===== src/rtl/keypad_pkg.sv =====
// Shared types and helpers for the keypad input conditioner: FSM state
// encoding, a width helper safe for tiny values, and key-vector decoders.
package keypad_pkg;

  typedef enum logic [1:0] {
    IDLE,
    QUALIFY,
    HELD,
    RELEASE
  } kp_state_t;

  // Helpers work on a fixed maximum width; callers zero-extend and truncate.
  localparam int KP_MAX_KEYS  = 64;
  localparam int KP_MAX_NUM_W = 6;

  function automatic int clog2_safe(input int value);
    return (value <= 2) ? 1 : $clog2(value);
  endfunction

  // OR-encoder: exact for a one-hot input, which is the only case used.
  function automatic logic [KP_MAX_NUM_W-1:0] onehot_index(input logic [KP_MAX_KEYS-1:0] vec);
    logic [KP_MAX_NUM_W-1:0] idx;
    idx = '0;
    for (int i = 0; i < KP_MAX_KEYS; i++) begin
      if (vec[i]) idx = idx | KP_MAX_NUM_W'(i);
    end
    return idx;
  endfunction

  function automatic logic popcount_gt1(input logic [KP_MAX_KEYS-1:0] vec);
    return (vec & (vec - KP_MAX_KEYS'(1))) != '0;
  endfunction

endpackage


===== src/rtl/sync2.sv =====
// Two-flop synchroniser with asynchronous active-high reset, reusable for any
// asynchronous game input.
module sync2 #(
  parameter int WIDTH = 1
) (
  input  logic             clk,
  input  logic             rst,
  input  logic [WIDTH-1:0] d_i,
  output logic [WIDTH-1:0] q_o
);

  logic [WIDTH-1:0] meta_q;
  logic [WIDTH-1:0] sync_q;

  always_ff @(posedge clk or posedge rst) begin
    if (rst) begin
      meta_q <= '0;
      sync_q <= '0;
    end else begin
      meta_q <= d_i;
      sync_q <= meta_q;
    end
  end

  assign q_o = sync_q;

endmodule


===== src/rtl/keypad_input_conditioner.sv =====
// Keypad front end: synchronise, debounce and validate mole-button presses.
// Optional press counter output enabled by defining KEYPAD_PRESS_CNT_EN.
module keypad_input_conditioner
  import keypad_pkg::*;
#(
  parameter  int N_KEYS      = 16,
  parameter  int CLOCK_FREQ  = 50_000,
  parameter  int DEBOUNCE_MS = 10,
  localparam int NUM_W       = clog2_safe(N_KEYS)
) (
  input  logic              clk,
  input  logic              rst,
  input  logic [N_KEYS-1:0] btn_raw,
  input  logic              enable,
  output logic              user_valid,
  output logic [NUM_W-1:0]  user_number,
  output logic              multi_press,
  output logic              busy
`ifdef KEYPAD_PRESS_CNT_EN
  ,
  output logic [15:0]       press_count
`endif
);

  localparam int DEBOUNCE_CYCLES = CLOCK_FREQ * DEBOUNCE_MS / 1000;
  localparam int CNT_W           = clog2_safe(DEBOUNCE_CYCLES + 1);
  localparam logic [CNT_W-1:0] CNT_LAST = CNT_W'(DEBOUNCE_CYCLES - 1);

  if (DEBOUNCE_CYCLES < 1) begin : g_bad_debounce
    $error("keypad_input_conditioner: DEBOUNCE_CYCLES must be at least 1");
  end
  if (N_KEYS > KP_MAX_KEYS) begin : g_bad_keys
    $error("keypad_input_conditioner: N_KEYS exceeds KP_MAX_KEYS");
  end

  logic [N_KEYS-1:0] btn_sync;
  kp_state_t         state_q;
  logic [CNT_W-1:0]  cnt_q;
  logic [N_KEYS-1:0] cap_q;
  logic              user_valid_q;
  logic              multi_press_q;
  logic [NUM_W-1:0]  user_number_q;
  logic [NUM_W-1:0]  user_number_d;
  logic              cap_multi;

  sync2 #(.WIDTH(N_KEYS)) u_sync (
    .clk (clk),
    .rst (rst),
    .d_i (btn_raw),
    .q_o (btn_sync)
  );

  // cap_q is never zero while qualifying, so "not more than one" means exactly one.
  assign cap_multi     = popcount_gt1(KP_MAX_KEYS'(cap_q));
  assign user_number_d = NUM_W'(onehot_index(KP_MAX_KEYS'(cap_q)));

  // NOTE: non-blocking assignments throughout so every branch reads pre-edge state.
  always_ff @(posedge clk or posedge rst) begin
    if (rst) begin
      // NOTE: capture vector and user_number are reset too; they are tiny and
      // user_number is a visible output.
      state_q       <= IDLE;
      cnt_q         <= '0;
      cap_q         <= '0;
      user_valid_q  <= 1'b0;
      multi_press_q <= 1'b0;
      user_number_q <= '0;
    end else begin
      user_valid_q  <= 1'b0;
      multi_press_q <= 1'b0;
      case (state_q)
        IDLE: begin
          if (btn_sync != '0) begin
            cap_q   <= btn_sync;
            cnt_q   <= '0;
            state_q <= QUALIFY;
          end
        end
        QUALIFY: begin
          if (btn_sync != cap_q) begin
            if (btn_sync == '0) begin
              state_q <= IDLE;
            end else begin
              cap_q <= btn_sync;
              cnt_q <= '0;
            end
          end else if (cnt_q == CNT_LAST) begin
            state_q <= HELD;
            if (enable) begin
              if (cap_multi) begin
                multi_press_q <= 1'b1;
              end else begin
                user_valid_q  <= 1'b1;
                user_number_q <= user_number_d;
              end
            end
          end else begin
            cnt_q <= cnt_q + CNT_W'(1);
          end
        end
        HELD: begin
          if (btn_sync == '0) begin
            cnt_q   <= '0;
            state_q <= RELEASE;
          end
        end
        RELEASE: begin
          if (btn_sync != '0) begin
            state_q <= HELD;
          end else if (cnt_q == CNT_LAST) begin
            state_q <= IDLE;
          end else begin
            cnt_q <= cnt_q + CNT_W'(1);
          end
        end
        default: state_q <= IDLE;
      endcase
    end
  end

  assign user_valid  = user_valid_q;
  assign multi_press = multi_press_q;
  assign user_number = user_number_q;
  assign busy        = (state_q != IDLE);

`ifdef KEYPAD_PRESS_CNT_EN
  logic [15:0] press_count_q;

  always_ff @(posedge clk or posedge rst) begin
    if (rst) begin
      press_count_q <= '0;
    end else if (user_valid_q && (press_count_q != 16'hFFFF)) begin
      press_count_q <= press_count_q + 16'd1;
    end
  end

  assign press_count = press_count_q;
`endif

endmodule


===== config.mk =====
export PLATFORM = sky130hd
export DESIGN_NAME = keypad_input_conditioner
export DESIGN_NICKNAME = d
export VERILOG_FILES = /design/src/rtl/keypad_pkg.sv /design/src/rtl/sync2.sv /design/src/rtl/keypad_input_conditioner.sv
export SDC_FILE = /design/constraint.sdc
export NUM_CORES = 1
export LEC_CHECK = 0
export ABC_AREA = 1
export CAP_MARGIN = 20
export CORE_ASPECT_RATIO = 1.75
export CORE_MARGIN = 3
export CORE_UTILIZATION = 55
export DETAILED_ROUTE_END_ITERATION = 10
export GPL_TIMING_DRIVEN = 0
export PLACE_DENSITY_LB_ADDON = 0.2
export RECOVER_POWER = 50
export SYNTH_ARGS = -nofsm -noshare
export SYNTH_HDL_FRONTEND = slang
export SYNTH_HIERARCHICAL = 1
export SYNTH_SLANG_ARGS = --single-unit

===== constraint.sdc =====
create_clock -name clk -period 1.8 [get_ports clk]
set_input_delay 0.36 -clock clk [delete_from_list [all_inputs] [get_ports clk]]
set_output_delay 0.36 -clock clk [all_outputs]
set_load 0.02 [all_outputs]

Word-level counts from Yosys, hierarchy flattened
Cells that the tools add are included.

cells by class
  div/mod/pow operators = 0
  mux-type cells = 44
  bitwise operators = 3
  magnitude comparators = 0
  reduce and logical (&&, ||, !) cells = 10
  multipliers = 0
  add/sub/neg operators = 2
  shifts and indexed selects = 0
  equality and inequality tests = 14

operators with widths
  operator                 number
  $and A16 B64 Y64         1
  $reduce_bool A64 Y1      1
  $mux W9                  6
  $mux W16                 3
  $pmux W9 S4              1
  $mux W4                  8
  $pmux W16 S2             1
  $mux W2                  9
  $sub A16 B1 Y17 const B  1
  $logic_not A16 Y1        1
  $ne A16 B16 Y1           1
  $reduce_bool A16 Y1      1
  $mux W3                  4
  $ne A3 B3 Y1 const B     4
  $mux W1                  11
  $ne A2 B2 Y1 const B     5
  $reduce_and A5 Y1        2
  $add A9 B1 Y9 const B    1
  $eq A9 B9 Y1 const B     1
  $pmux W2 S4              1
  $reduce_and A4 Y1        2
  $eq A2 B2 Y1 const B     2
  $reduce_bool A2 Y1       2
  $eq A2 B1 Y1 const B     1
  2 further kinds          3

word-level totals
  bits in latches = 0
  memories kept = 0
  output and inout bits = 7
  input bits = 19
  register bits after elaboration = 65
  logic and storage cells = 81
  ROM bits = 0
  RAM bits = 0

Longest topological paths before layout
  depth in word-level cells = 15
  depth in mapped cells = 13
  mapped depth without buffers = 13

Modules after synthesis
Netlist, hierarchy kept.

modules (own cells, without submodules)
  module                    cells an instance  area an instance (um^2)  sequential area each (um^2)  times used
  keypad_input_conditioner  369                2338.5                   825.8                        1
  sync2                     33                 804.5                    800.8                        1

Least setup slack after synthesis
No wires, ideal clock.

  kind = reg2reg
  start point = register cap_q[3]
  end point = register user_number_q[0] (netlist: user_number[0])
  setup time = 0.128 ns
  buffers on the path = 0
  data arrival time = 1.388 ns
  slack = 0.284 ns
  data required time = 1.672 ns
  cell stages (with the launch flop) = 9
  period minus slack after synthesis = 1.516 ns
  path through = dfrtp_1 > nor2_1 > nand3_1 > o21ai_0 > nand3_1 > nor2_1 > nand3_4 > nand2_1 > o21ai_1

between the ends
  cells in the longest elaborated chain, start to end = 13
  elaborated cells on any way between the ends = 20
  classes of those cells = add/sub: 1; eq/ne: 1; mux: 13; bitwise: 3; reduce/logical: 2

RTL lines
  item                                                      line                            source
  start, declared                                           keypad_input_conditioner.sv:39  logic [N_KEYS-1:0] cap_q;
  start signal, assigned                                    keypad_input_conditioner.sv:74  cap_q <= btn_sync;
  start signal, assigned                                    keypad_input_conditioner.sv:84  cap_q <= btn_sync;
  branches (longest 13 deep; another with $sub A16 B1 Y17)  -
  end signal, assigned                                      keypad_input_conditioner.sv:94  user_number_q <= user_number_d;
  end, declared                                             keypad_input_conditioner.sv:42  logic [NUM_W-1:0] user_number_q;

Parallel ways; which one is timed is not known.
A chain may end at the register's enable or synchronous reset.

Worst setup path after layout
  start point = register cap_q[11]
  end point = register user_number_q[3] (netlist: user_number[3])

between the ends
  cells in the longest elaborated chain, start to end = 5
  elaborated cells on any way between the ends = 12
  classes of those cells = add/sub: 1; eq/ne: 1; mux: 5; bitwise: 3; reduce/logical: 2

RTL lines
  item                                                                  line
  $sub A16 B1 Y17 / $mux W4 (equally long branches)                     keypad_pkg.sv:31, keypad_pkg.sv:25
  $and A16 B64 Y64 / $mux W4 (equally long branches)                    keypad_pkg.sv:31, keypad_pkg.sv:25
  $reduce_bool A64 Y1 / $mux W4 (equally long branches)                 keypad_pkg.sv:31, keypad_pkg.sv:25
  $not A1 Y1 (no source line) / $mux W4 (equally long branches)         -
  $reduce_and A5 Y1 (no source line) / $mux W4 (equally long branches)  -

Parallel ways exist; a longest one is shown, timed or not.

==> results.md <==
- Antenna viol nets, final: 0
- First-pass GRT wire length: 11,360 um
- Longest Clk Path Bufs: 2
- Worst Path Arrival: 1.99 ns
- CP Max Fanout: 5
- Netlist Area Pre-Place: 3143 um2
- Worst-margin pin slew: 0.6229 ns
- R2R cell count: 10
- Vias in the first global route: 2,684
- Total die area: 6693 um2
- Final setup fails: 0
- Initial core utilization: 58.35%
- Status: completed
- Worst-Skew Late Latency: 0.34 ns
- Tmin final: 1.758 ns
- DR vias/cell: 5.145
- Core area: 5386 um2
- Detailed placement HPWL: 4875 um
- Commonest non-fill, non-tap cell in the layout: nand2_1
- Non-Filler Instances: 532
- Gr ovfl total: 0
- Overall Global Routing Usage: 21.97%
- Crit path required time: 2.03 ns
- Worst setup SP type: register
- Placed insts: 502
- Area Growth Syn to Fin: 23.57%
- Mean Syn Cell Area: 7.818 um2
- Most frequent cells in the layout: 134 x nand2_1, 55 x inv_1, 49 x dfrtp_1
- I/O pin count: 26
- CTS Hold Bufs: 0
- Largest net degree at the start of global routing: 33
- Final Power: 0.003251 W
- Multi-input gate area in the final layout: 1295 um2
- Residual DRC: 0
- Post-Syn Instances: 402
- TritonCTS Buffers: 9
- Peak VDD IR: 891.6 uV
- # rows: 35
- Fillers: 427
- Distinct cells, synth: 24
- RSZ-0062 raised after global routing: true
- Final Routed Wirelength: 6797 um
- Total number of vias: 2,737
- CTS Root Cell: clkbuf_8
- Routed length per placed instance: 12.78 um
- PD cells: 837.0 nW/um2
- DRT iter0 DRCs: 151
- Slew headroom: 58.47%
- Max Cap Violations: 0
- Static leakage: 1.877 nW
- Die W: 63.15 um
- Syn Nets: 422
- Worst setup path class: reg2reg
- H-tree depth: 3
- Total Neg Setup Slack: 0 ns
- Worst Hold Class: reg2reg
- Initial antenna violation count: 0
- Share of layout cells above drive strength 1: 17.90%
- Die height: 106 um
- CTS tree: done
- Tcrit/Tclk final: 97.65%
- Synth Register Bits: 65
- Fin nets: 473
- Final Slew Violations: 0
- ANT cells: 0
- Clock slew at reported path FFs: 0.08 ns
- Total area of sequential cells: 1647 um2
- PortBufs: 25
- Number of synthesis warnings: 6
- GP Congestion: 0.9299
- Worst Clk Skew: 0.01268 ns
- DR pass1 iterations: 4
- CTS sink count: 65
- Worst setup EP type: register
- Fmax: 568.9 MHz
- Seq/Total Area, Yosys: 51.75%
- Hold depth: 0
- Final Hold Vio Count: 0
[metal layers]
| layer | vias to the layer above | track usage (%) | wire (um) |
|---|---|---|---|
| li1 | 1339 | - | - |
| met1 | 1282 | 22.18 | 2511 |
| met2 | 88 | 38.78 | 3684 |
| met3 | 28 | 4.123 | 244 |
| met4 | 0 | 17.22 | 355 |
| met5 | - | 0 | 0 |
[kinds of logic (layout without fill, tap and decap cells)]
logic type,after synthesis,after routing,synth area share [%]
adder cells (fa/ha/maj),1,1,0.3980
flip-flops,65,65,51.75
XOR/XNOR,5,5,1.393
buffers and inverters,64,120,8.479
AO/OA/AOI/OAI,36,36,5.931
AND/OR/NAND/NOR,231,231,32.05
[cell type report]
cell class,instances,area share (%)
buffer,4,1.063
clock buffer,10,3.544
multi-input combinational,273,33.34
timing repair buffer,40,9.762
clock inverter,6,1.707
tap,74,2.384
sequential,65,42.40
inverter,60,5.799
[cell usage after synthesis, drive strengths merged]
cell	count	area (um2)
a21oi	3	15.01
buf	4	41.29
dfrtp	65	1627
ha	1	12.51
inv	60	225.2
nand2	144	558.0
nand3	21	147.6
nand4	6	37.54
nor2	51	216.5
nor3	7	35.03
nor4	2	12.51
o21ai	31	158.9
o22ai	2	12.51
xor2	5	43.79
[final timing paths]
check	slack, ns	end	startpoint
worst max-delay path	0.04	user_number[3]$_DFFE_PP0P_	cap_q[11]$_DFFE_PP0P_
worst min-delay path	0.35	u_sync/q_o[3]$_DFF_PP0_	u_sync/meta_q[3]$_DFF_PP0_
worst max register to register	0.04	user_number[3]$_DFFE_PP0P_	cap_q[11]$_DFFE_PP0P_
worst min register to register	0.35	u_sync/q_o[3]$_DFF_PP0_	u_sync/meta_q[3]$_DFF_PP0_
max in group asynchronous	0.59	u_sync/q_o[2]$_DFF_PP0_	rst
min in group asynchronous	0.38	u_sync/meta_q[8]$_DFF_PP0_	rst
[power by group]
| group | internal [W] | switching [W] |
|---|---|---|
| Combinational | 0.000145 | 0.000253 |
| Sequential | 0.00154 | 0.0000780 |
| Clock | 0.000678 | 0.000560 |
[flip-flops by register name, indices dropped and copies added (netlist names)]
signal	flops
cap_q	16
multi_press	1
u_sync/q_o	16
state_q	2
user_valid	1
u_sync/meta_q	16
cnt_q	9
user_number	4
[critical path, stage by stage (launching register included)]
cell     delay [ns]
dfrtp_2        0.44
xor2_1         0.17
nor2_1         0.12
nand2_1        0.11
nor2_4         0.16
nand3_4        0.14
nor2_4         0.18
buf_4          0.13
nand3_1        0.08
nand2_1        0.07
inv_1          0.04
[repair_timing]
action                                  CTS  global route
endpoints found under the hold margin     0             0
buffers inserted                          0            13
resized for setup                         3            31
pin swaps                                 0             9
endpoints found under the setup margin    4            34
[stage by stage]
stage	setup WS, ns	area [um2]	hold slack (ns)	utilization, %
global placement	-0.1563	3486	0.3319	64.72
detailed placement	-0.02521	3513	0.3347	65.23
floorplan	0.2842	3143	0.3312	-
finish	0.04235	3884	0.3492	72.10
CTS	0.004139	3719	0.3504	69.04
global route	-0.06093	3884	0.3560	72.10
(Power assumes the default switching activity.)
==> variant 1 (config.mk and constraints unchanged) <==
The 4 states of `kp_state_t` get a Gray code encoding in 2 bits.
--- a/src/rtl/keypad_pkg.sv
+++ b/src/rtl/keypad_pkg.sv
@@ -3,10 +3,10 @@
 package keypad_pkg;
 
   typedef enum logic [1:0] {
-    IDLE,
-    QUALIFY,
-    HELD,
-    RELEASE
+    IDLE    = 2'b00,
+    QUALIFY = 2'b01,
+    HELD    = 2'b11,
+    RELEASE = 2'b10
   } kp_state_t;
 
   // Helpers work on a fixed maximum width; callers zero-extend and truncate.
Function: no difference found for any inputs over 10 cycles, from zero or initial values and one cycle with rst high; not proved beyond that.
==> variant 1 against the original RTL <==
- cell area rose by 3.7%
- worst setup slack worse by 8.1 ps
- global-route usage grew 0.60 points
- sequential cell count unchanged
- area after synthesis rose by 1.2%
- synthesized cell count rose by 0.25%
- cell count up 1.1%
- wire length up 2.4%
Power is not compared: it rests on default switching activity, and its combinational part moved more than twofold at a synthesized area within 25%.
==> variant 1: results <==
[status]
status = finished clean

[route]
drt_iter0_drc = 182
wl_um = 6960

[synthesis]
synthAdderAreaFrac_pct = 1.97
avgSynthCellArea_um2 = 7.90
synth.top_cells.by_count = nand2_1 (145), dfrtp_1 (65), inv_1 (50)
synthTopCellsByArea = dfrtp_1 (51%), nand2_1 (17%), inv_1 (5.9%)
synth.distinct_cells = 26
synth_compound_area_share_pct = 6.06
synth_xor_area_share_pct = 2.20

[grt]
grt_max_degree = 33
track_usage_pct = 22.6
grt_first_pass_wirelength_um = 11800

[min_path]
holdPathEnd = u_sync/q_o[15]
hp-start = u_sync/meta_q[15]

[worst_setup_path]
ff2ff_path_depth = 9
r2r_end = cnt_q[1]
crit_fanout = 6
cp.arrival_ps = 2040

[layout]
layout-drive-gt1-share_pct = 21.9
final_cells = 538
nets = 481
final.fill_count = 447

[place]
dp.cells = 505
dp_hpwl_um = 4830
place_congestion = 0.915

[timing]
fin_worst_skew_ps = 13.4

[pwr]
p_leak_nw = 2.01
-- variant 1: where the power goes --
| part | switching (W) | internal (W) | leakage [nW] | total [W] |
|---|---|---|---|---|
| registers | 0.000356 | 0.00171 | 0.777 | 0.00207 |
| logic | 0.000998 | 0.000667 | 1.14 | 0.00166 |
| clock network | 0.000542 | 0.000637 | 0.0933 | 0.00118 |
| total | 0.00190 | 0.00302 | 2.01 | 0.00491 |
-- variant 1: cell families (layout without fill, tap and decap cells) --
| logic type | Yosys count | in the layout |
|---|---|---|
| adders and majority gates | 5 | 5 |
| AOI/OAI and AO/OA | 32 | 32 |
| xor gates and xnor gates | 8 | 8 |
| and+or+nand+nor | 233 | 233 |
| DFF | 65 | 65 |
| buffers and inverters | 60 | 119 |
-- variant 1: layer usage --
metal	vias up	wire (µm)	global-route usage (%)
met3	32	272	4.30
li1	1353	-	-
met2	86	3620	38.7
met1	1284	2680	23.4
met5	-	0	0
met4	0	391	18.5
-- variant 1: worst max path at each step --
stage	end	slack (ps)	depth (start not counted)
2_1_floorplan	cnt_q[3]	240	10
3_3_place_gp	cnt_q[1]	-190	2
3_5_place_dp	cnt_q[4]	-140	10
4_1_cts	cnt_q[3]	3	10
5_1_grt	user_number[0]	-100	9
6_report	cnt_q[1]	30	9
-- variant 1: critical path, cell delays in order, from the launching register on --
cell	delay, ps
dfrtp_2	460
xor2_1	170
nor2_1	140
nand2_2	90
nor2_4	140
nand2_2	110
a21oi_4	270
buf_4	160
nand3_1	70
nand2_1	80
-- variant 1: final cells by class --
class	count	area share, %
sequential	65	40.9
multi-input combinational	278	35.8
timing repair buffer	43	10.2
inverter	57	5.37
clock buffer	11	3.26
tap	76	2.36
clock inverter	5	1.40
buffer	3	0.746
-- variant 1: repair_timing --
item	CTS	global route
pin swaps	1	20
gates resized for setup	10	53
endpoints found under the setup margin	16	34
gates cloned	0	1
buffers inserted	4	11
-- variant 1: through the flow --
stage               area [µm²]  hold slack (ps)  utilization (%)  setup slack, ps
floorplan                 3180              331                -              237
global placement          3530              332             63.1             -187
global route              4030              356             72.1             -102
detailed placement        3550              335             63.6             -139
CTS                       3790              351             67.9             3.45
finish                    4030              348             72.1             34.3
==> variant 2 (same flow settings) <==
Made on the original files. Build with the macro `KEYPAD_PRESS_CNT_EN` defined.
--- a/src/rtl/keypad_input_conditioner.sv
+++ b/src/rtl/keypad_input_conditioner.sv
@@ -1,5 +1,7 @@
 // Keypad front end: synchronise, debounce and validate mole-button presses.
 // Optional press counter output enabled by defining KEYPAD_PRESS_CNT_EN.
+`define KEYPAD_PRESS_CNT_EN
+
 module keypad_input_conditioner
   import keypad_pkg::*;
 #(
Behaviour (old outputs only; new: press_count): unchanged (Yosys induction, for registers that start in step).
==> variant 2 against the original RTL <==
- synthesized cell count increased by 22%
- wire length rose by 26%
- cell area is 26% higher
- area after synthesis up 24%
- sequential cell count grew 16
- worst setup slack worse by 38 ps
- clock power rose by 38%
- first-iteration DRC count rose by 36%
- count of clock-buffer cells in the layout is the same
- total power up 26%
- utilization up 1.3 points
- largest power group unchanged
==> variant 2: results <==
[route]
met1_length_um = 3130
wl_met2_um = 4710
wl_um = 8590
via_count = 3360
drt_first_pass_iters = 5
drt_iter0_drc = 206

[pwr]
peakVddDrop_mv = 0.770
p_comb_share_pct = 10.0
p_leak_nw = 2.46
p_seq_share_pct = 48.2
p_int_w = 0.00303

[layout]
nets = 574
layout-drive-gt1-share_pct = 15.6

[grt]
use_met1_pct = 23.4
first_global_vias = 3331
use_met3_pct = 4.19
grt_util_met2_pct = 41.4
grt_first_pass_wirelength_um = 14400

[worst_setup_path]
slowest_delay_ps = 370
crit_end = user_number[0]
cp.arrival_ps = 2070
ff2ff_path_depth = 13
crit_fanout = 8
regToRegSetupSlack_ps = 4
worst_path_max_delay_cell = dfrtp_1

[cts]
path_clk_slew_ps = 60

[synthesis]
synth.distinct_cells = 25
synth_compound_area_share_pct = 2.96
synth_xor_area_share_pct = 4.73
yosysSeqAreaShare_pct = 52.1
synth.net_count = 510
synthAdderAreaFrac_pct = 0.644

[place]
place_congestion = 0.946
dp_hpwl_um = 6090
place_ws_ps = -80.3

[timing]
tightestPinTransition_ps = 567
fin_crit_ps = 1800

[min_path]
holdPathEnd = u_sync/q_o[11]
hp-start = u_sync/meta_q[11]

[status]
status = finished clean
## variant 2: cell types whose count changed in the layout (fill, tap and decap cells not counted), sizes merged, moves of 6 or more
cell           before  now
xor2                5   16
o21ai              31   23
nand2             144  184
dfrtp              65   81
clkdlybuf4s50       7   23
nor2               51   58
nand3              21   31
inv                61   67
## variant 2: area by class of cell
type / count / area share (%)
flip-flops and latches: 81 / 41.6
well taps: 82 / 2.09
clock inverters: 6 / 1.02
plain buffers: 6 / 1.30
inverters: 65 / 5.02
repair buffers: 53 / 10.3
clock buffers: 10 / 4.87
multi-input cells: 337 / 33.8
## variant 2: metrics by stage
stage               std cells  TNS, ps  area, µm²  power (W)  hold WS (ps)
floorplan                 489        0       3890    0.00224           331
global placement          612   -37810       4400    0.00236           332
detailed placement        613     -362       4420    0.00239           336
CTS                       629        0       4720    0.00410           333
global route              640    -1210       4910    0.00428           353
finish                    640        0       4910    0.00409           347
